**src/rtl/dma_bus_master_pkg.sv**
```systemverilog
// dma_bus_master_pkg: shared bus widths and memory-map addresses for the byte bus masters.
package dma_bus_master_pkg;
  localparam int ADDR_W = 16;
  localparam int DATA_W = 8;
  localparam logic [ADDR_W-1:0] OAM_BASE = 16'hFE00;
  localparam logic [ADDR_W-1:0] DMA_REG = 16'hFF46;
endpackage

```
**src/rtl/dma_lat_counter.sv**
```systemverilog
// dma_lat_counter: read-latency down-counter; last marks the cycle read data is valid.
module dma_lat_counter #(
  parameter int READ_LATENCY = 2
) (
  input  logic clock,
  input  logic resetn,
  input  logic load,
  input  logic en,
  output logic last
);
  localparam logic [2:0] INIT = 3'(READ_LATENCY - 1);
  logic [2:0] wcnt;
  always_ff @(posedge clock or negedge resetn) begin
    if (!resetn) wcnt <= '0;
    else if (load) wcnt <= INIT;
    else if (en && wcnt != 3'd0) wcnt <= wcnt - 3'd1;
  end
  assign last = wcnt == 3'd0;
endmodule

```
**src/rtl/dma_bus_master.sv**
```systemverilog
// dma_bus_master: bus initiator copying LENGTH bytes from {src_page,8'h00} to DST_BASE.
module dma_bus_master
  import dma_bus_master_pkg::*;
#(
  parameter logic [ADDR_W-1:0] DST_BASE = OAM_BASE,
  parameter int LENGTH = 160,
  parameter int READ_LATENCY = 2
) (
  input  logic              clock,
  input  logic              resetn,
  input  logic              start,
  input  logic [7:0]        src_page,
  input  logic              bus_gnt,
  input  logic [DATA_W-1:0] m_outdata,
  output logic              bus_req,
  output logic [ADDR_W-1:0] m_address,
  output logic [DATA_W-1:0] m_indata,
  output logic              m_load,
  output logic              m_store,
  output logic              busy,
  output logic              done
);
  typedef enum logic [2:0] {IDLE, REQ, READ, WAIT, WRITE, DONE} state_t;
  localparam logic [7:0] LAST = 8'(LENGTH - 1);
  state_t state, next;
  logic [7:0] page, idx;
  logic [DATA_W-1:0] data;
  logic wlast;
  dma_lat_counter #(.READ_LATENCY(READ_LATENCY)) u_lat (
    .clock(clock),
    .resetn(resetn),
    .load(state == READ),
    .en(state == WAIT),
    .last(wlast)
  );
  always_ff @(posedge clock or negedge resetn) begin
    if (!resetn) begin
      state <= IDLE;
      page <= '0;
      idx <= '0;
      data <= '0;
    end else begin
      state <= next;
      if (start) begin
        page <= src_page;
        idx <= '0;
      end else if (state == WRITE && idx != LAST) idx <= idx + 8'd1;
      if (state == WAIT && wlast) data <= m_outdata;
    end
  end
  always_comb begin
    next = state;
    case (state)
      IDLE: next = IDLE;
      REQ: next = bus_gnt ? READ : REQ;
      READ: next = WAIT;
      WAIT: next = wlast ? WRITE : WAIT;
      WRITE: next = idx == LAST ? DONE : (bus_gnt ? READ : REQ);
      DONE: next = IDLE;
      default: next = IDLE;
    endcase
    // a restart overrides whatever the current transfer would do next
    if (start) next = REQ;
    bus_req = state inside {REQ, READ, WAIT, WRITE};
    busy = bus_req;
    done = state == DONE;
    m_load = state == READ;
    m_store = state == WRITE;
    m_address = m_load ? {page, idx} : m_store ? DST_BASE + {8'h00, idx} : '0;
    m_indata = m_store ? data : '0;
  end
endmodule

```
**config.mk**
```make
export PLATFORM = sky130hd
export DESIGN_NAME = dma_bus_master
export DESIGN_NICKNAME = d
export VERILOG_FILES = /design/src/rtl/dma_bus_master_pkg.sv /design/src/rtl/dma_lat_counter.sv /design/src/rtl/dma_bus_master.sv
export SDC_FILE = /design/constraint.sdc
export NUM_CORES = 1
export LEC_CHECK = 0
export BUFFER_PORTS_ARGS = -buffer_cell sky130_fd_sc_hd__buf_2
export CAP_MARGIN = 10
export CORE_MARGIN = 1
export CORE_UTILIZATION = 48
export CTS_BUF_LIST = sky130_fd_sc_hd__clkbuf_8
export DETAILED_ROUTE_END_ITERATION = 7
export PLACE_DENSITY = 0.84
export SETUP_SLACK_MARGIN = 0.05
export SLEW_MARGIN = 30
export SYNTH_ARGS = -nofsm -noshare
export SYNTH_HDL_FRONTEND = slang
export SYNTH_HIERARCHICAL = 1
export SYNTH_SLANG_ARGS = --single-unit
```
**constraint.sdc**
```tcl
create_clock -name clock -period 1.6 [get_ports clock]
set_input_delay 0.08 -clock clock [delete_from_list [all_inputs] [get_ports clock]]
set_output_delay 0.08 -clock clock [all_outputs]
set_load 0.005 [all_outputs]
```
Yosys cells after proc, flatten, opt, wreduce, memory -nomap -nowiden
Cells that the tools add are included.
{"block": "op_classes", "reduce_logical": 8, "muxes": 12, "eq_ne": 7, "n_addsub": 3}
{"operator": "$mux W16", "count": 2}
{"operator": "$mux W8", "count": 3}
{"operator": "$mux W3", "count": 5}
{"operator": "$pmux W3 S4", "count": 1}
{"operator": "$add A10 B9 Y11 const A", "count": 1}
{"operator": "$add A8 B1 Y8 const B", "count": 1}
{"operator": "$eq A8 B8 Y1 const B", "count": 1}
{"operator": "$ne A8 B8 Y1 const B", "count": 1}
{"operator": "$eq A3 B2 Y1 const B", "count": 2}
{"operator": "$eq A3 B3 Y1 const B", "count": 2}
{"operator": "$reduce_bool A2 Y1", "count": 2}
{"operator": "$reduce_bool A4 Y1", "count": 1}
{"operator": "$eq A3 B1 Y1 const B", "count": 1}
{"operator": "$logic_and A1 B1 Y1", "count": 3}
{"operator": "$logic_not A3 Y1", "count": 1}
{"operator": "$reduce_bool A3 Y1", "count": 1}
{"operator": "$sub A3 B1 Y3 const B", "count": 1}
{"operator": "$mux W2", "count": 1}
{"block": "word_totals", "elab_cells": 35, "regBits": 30}

Longest topological paths before layout
{"block": "depth", "word_depth": 4, "depth_mapped": 8, "ltp_nobuf": 7}

Cells and area by module
Netlist, hierarchy kept.
{"mod": "dma_bus_master", "instances": 1, "area_each_um2": 1516.5, "cells_per_inst": 137, "seq_area_each_um2": 675.6}
{"mod": "dma_lat_counter", "instances": 1, "area_each_um2": 196.4, "cells_per_inst": 19, "seq_area_each_um2": 75.1}

Worst setup path after synthesis
OpenSTA, ideal clock, no wires.
{"block": "synth_path", "path_type": "register to register", "start": "reg u_lat.wcnt[0]", "end": "reg data[0]", "setup_ps": 128, "slack_ps": -42, "required_ps": 1472, "path_stages_with_launch": 8, "arrival_ps": 1514, "cell_sequence": "dfrtp_1 inv_1 ha_1 nor2b_4 nand2_1 or2_1 buf_2 mux2_1"}
{"block": "synth_via", "elab_chain_cells": 2}
{"element": "start, declared", "line": "dma_lat_counter.sv:12", "text": "logic [2:0] wcnt;"}
{"element": "start signal, assigned", "line": "dma_lat_counter.sv:16", "text": "else if (en && wcnt != 3'd0) wcnt <= wcnt - 3'd1;"}
{"element": "$logic_not A3 Y1", "line": "dma_lat_counter.sv:18", "text": "assign last = wcnt == 3'd0;"}
{"element": "named net wlast", "line": "dma_bus_master.sv:28", "text": "logic wlast;"}
{"element": "$logic_and A1 B1 Y1", "line": "dma_bus_master.sv:48", "text": "if (state == WAIT && wlast) data <= m_outdata;"}
{"element": "end signal, assigned", "line": "dma_bus_master.sv:48"}
{"element": "end, declared", "line": "dma_bus_master.sv:27", "text": "logic [DATA_W-1:0] data;"}
The timed path passes the listed nets, and every way through them passes these cells.
A chain may end at the register's enable or synchronous reset.

Worst setup path after layout
{"block": "layout_path", "start": "reg u_lat.wcnt[0]", "end": "reg data[5]"}
Same word-level chain as after synthesis.

==> impl_metrics.csv <==
group,metric,value,unit
status,status,"complete, no violations",
route,postRouteAntennaNets,0,
critical_path,arrival,1740,ps
floorplanning,die-area,3810,um2
logic_synthesis,yosys.area_share.simple,22.4,%
power_and_ir_drop,finalPower,2.48,mW
finish,layout-drive-gt1-share,54.1,%
power_and_ir_drop,powerDensity,1050,nW/um2
logic_synthesis,ys_ff_latch,30,
critical_path,crit_path_end_kind,"register",
sta,maxSlewHeadroom,55.8,%
sta,maxSlewViolCount,0,
logic_synthesis,synthMuxAreaShare,13.1,%
critical_path,r2r_cells,6,
logic_synthesis,ys_async_sr_fraction,100,%
logic_synthesis,synth_top_cell_by_area,"dfrtp_1",
route,drtIter0Drc,55,
logic_synthesis,synth_area,1710,um2
placement,place_congestion,0.742,
critical_path,worst-path-stages,6,
logic_synthesis,yosys.area_share.xor_xnor,4.09,%
clocking,cts_root_buf,"clkbuf_8",
critical_path,cpLargestDelayFamily,"simple AND/OR/NAND/NOR gates",
global_routing,grt_use_total,21.6,%
floorplanning,rows,21,
route,detail_route.wl_per_cell,14.5,um
clocking,worstSkewPairLatency,280,ps
logic_synthesis,yosys.area_share.adder,2.19,%
power_and_ir_drop,ir_drop,0.684,mV
sta,setup_viol,0,
floorplanning,fp.coreArea,3390,um2
clocking,cts_inserted_buffers,5,
floorplanning,initial_core_util,50.5,%
power_and_ir_drop,leakagePower,1.24,nW
route,drc_errors,0,
critical_path,path_buf_inv,1,
logic_synthesis,syn_inst,156,
logic_synthesis,yosys-top-cells-count,"30 x dfrtp_1, 20 x nor2_1, 10 x and2_1",
clocking,clk_path_buf_depth,2,
job,maxCapViolCount,0,
critical_path,startpoint_type,"register",
placement,post-place-ws,-111,ps
floorplanning,die_h,61.7,um
finish,area_growth,38.2,%
global_routing,antenna_found_initial,0,
logic_synthesis,synth_enable_flop_cells,0,
sta,layout_min_cycle_time,1570,ps
sta,timing.fmax,636,MHz
critical_path,path_class,"register to register",
route,num_vias,1347,
sta,fin_tns_setup,0,ps
logic_synthesis,avgSynthCellArea,11.0,um2
logic_synthesis,synth_top_family_by_area,"simple AND/OR/NAND/NOR gates",
sta,hold_viol_final,0,
clocking,h-tree-depth,2,
placement,io_buffers,48,
placement,hpwl,2480,um
clocking,cts_tree,"built",
logic_synthesis,yosys.area.top_type_share,43.8,%
route,drt_pre_antenna_iters,4,
floorplanning,io_pins,49,
finish,fin_cells,268,
logic_synthesis,ys_warn_count,6,
sta,rsz0062_at_grt,"yes",
sta,fin_ws,27.4,ps
critical_path,cp_cell_sequence,"inv_2 -> ha_4 -> nor2b_4 -> nand2_1 -> or2_4 -> mux2_4",
global_routing,grt_pass1_vias,1256,
route,via_per_inst,5.03,
logic_synthesis,synth_fp_nets,179,
logic_synthesis,synth.distinct_cells,41,
global_routing,grt_max_degree,31,
critical_path,critical_path_required,1760,ps
global_routing,grt.overflow.total,0,
clocking,cts_sinks,30,
sta,fin_crit_sh,98.3,%
global_routing,grt_pass1_wl,5790,um
critical_path,cpPeakStageDelay,400,ps
finish,diodes,0,
route,totalWireLength,3870,um
finish,nNetsFinal,244,
floorplanning,die_w,61.7,um
logic_synthesis,synth_seq_area_share,43.8,%
placement,place_inst,251,
logic_synthesis,synth_compound_area_share,9.57,%
clocking,path_clk_slew,60,ps
logic_synthesis,synthFlopType,"dfrtp_1",
logic_synthesis,synth.most_common_cell,"dfrtp_1",
worst_hold_path,min_delay_path_depth,2,
worst_hold_path,min_path_type,"primary input to register",
sta,tightest_slew,663,ps
critical_path,cp_max_fo,5,
sta,skew,1.42,ps
critical_path,worst_path_max_delay_cell,"dfrtp_1",
logic_synthesis,yosys-top-cells-area,"dfrtp_1 44%, mux2_1 5.3%, mux2_2 5.3%",
[where the power goes]
part	switching (mW)	leakage, nW	internal (mW)
Sequential	0.129	0.371	0.932
Combinational	0.333	0.821	0.471
Clock	0.275	0.0524	0.340
Total	0.738	1.24	1.74
[logic make-up after synthesis]
| group | Yosys count |
|---|---|
| adders and majority gates | 3 |
| muxes | 20 |
| buffers and inverters | 13 |
| DFF | 30 |
| and+or+nand+nor | 61 |
| AOI/OAI and AO/OA | 21 |
| xor gates and xnor gates | 8 |
[state kept, by name, indices dropped and copies added (netlist names)]
| name | count |
|---|---|
| u_lat/wcnt | 3 |
| state | 3 |
| idx | 8 |
| page | 8 |
| data | 8 |
[routing by layer]
layer / up-vias / track usage [%] / wire (um)
met4: 0 / 8.25 / 25
met3: 4 / 6.83 / 181
li1: 657 / - / -
met5: - / 0 / 0
met1: 649 / 30.0 / 1770
met2: 37 / 31.6 / 1900
[per-stage QoR]
stage | hold WS (ps) | instance area (um2) | utilization (%)
after floorplan | -216 | 1760 | -
after global placement | 138 | 2080 | 61.3
after detailed placement | 151 | 2080 | 61.3
after CTS | 19.5 | 2240 | 66.0
after global routing | 18.1 | 2370 | 69.8
final | 30.8 | 2370 | 69.8
[area by class of cell]
class                      instances  area, um2
multi-input combinational        114        981
timing repair buffer              67        473
fill                             243       1020
clock inverter                     2       8.76
sequential                        30        753
clock buffer                       6       82.6
tap                               46       57.6
inverter                           3       11.3
[final timing paths]
path | from | end | slack [ps]
worst max-delay path | u_lat/wcnt[0] | data[5] | 30
worst min-delay path | m_outdata[1] | data[1] | 30
worst max register to register | u_lat/wcnt[0] | data[5] | 30
worst min register to register | page[3] | page[3] | 510
max in group asynchronous | resetn | state[1] | 750
min in group asynchronous | resetn | idx[2] | 380
[layout by cell type, fill, tap and decap left out, types with 3 or more instances in the layout]
cell       n
and3_1     3
nor2_1    19
mux2_2     8
xor2_1     6
a21oi_1    4
buf_4     12
mux2i_1    3
nor2b_1    8
clkbuf_8   6
a21o_1     7
and2_4     9
buf_6     14
mux2_4     9
nand2_1    4
buf_2     39
dfrtp_1   28
[repair_timing]
| item | in CTS | in global routing |
|---|---|---|
| hold endpoints to repair | 30 | 0 |
| hold buffers | 1 | 0 |
| buffers inserted | 3 | 2 |
| gates cloned | 2 | 1 |
| setup endpoints to repair | 36 | 42 |
| pin swaps | 2 | 9 |
| gates resized for setup | 9 | 26 |
No activity file was read; power rests on OpenSTA's default activity.
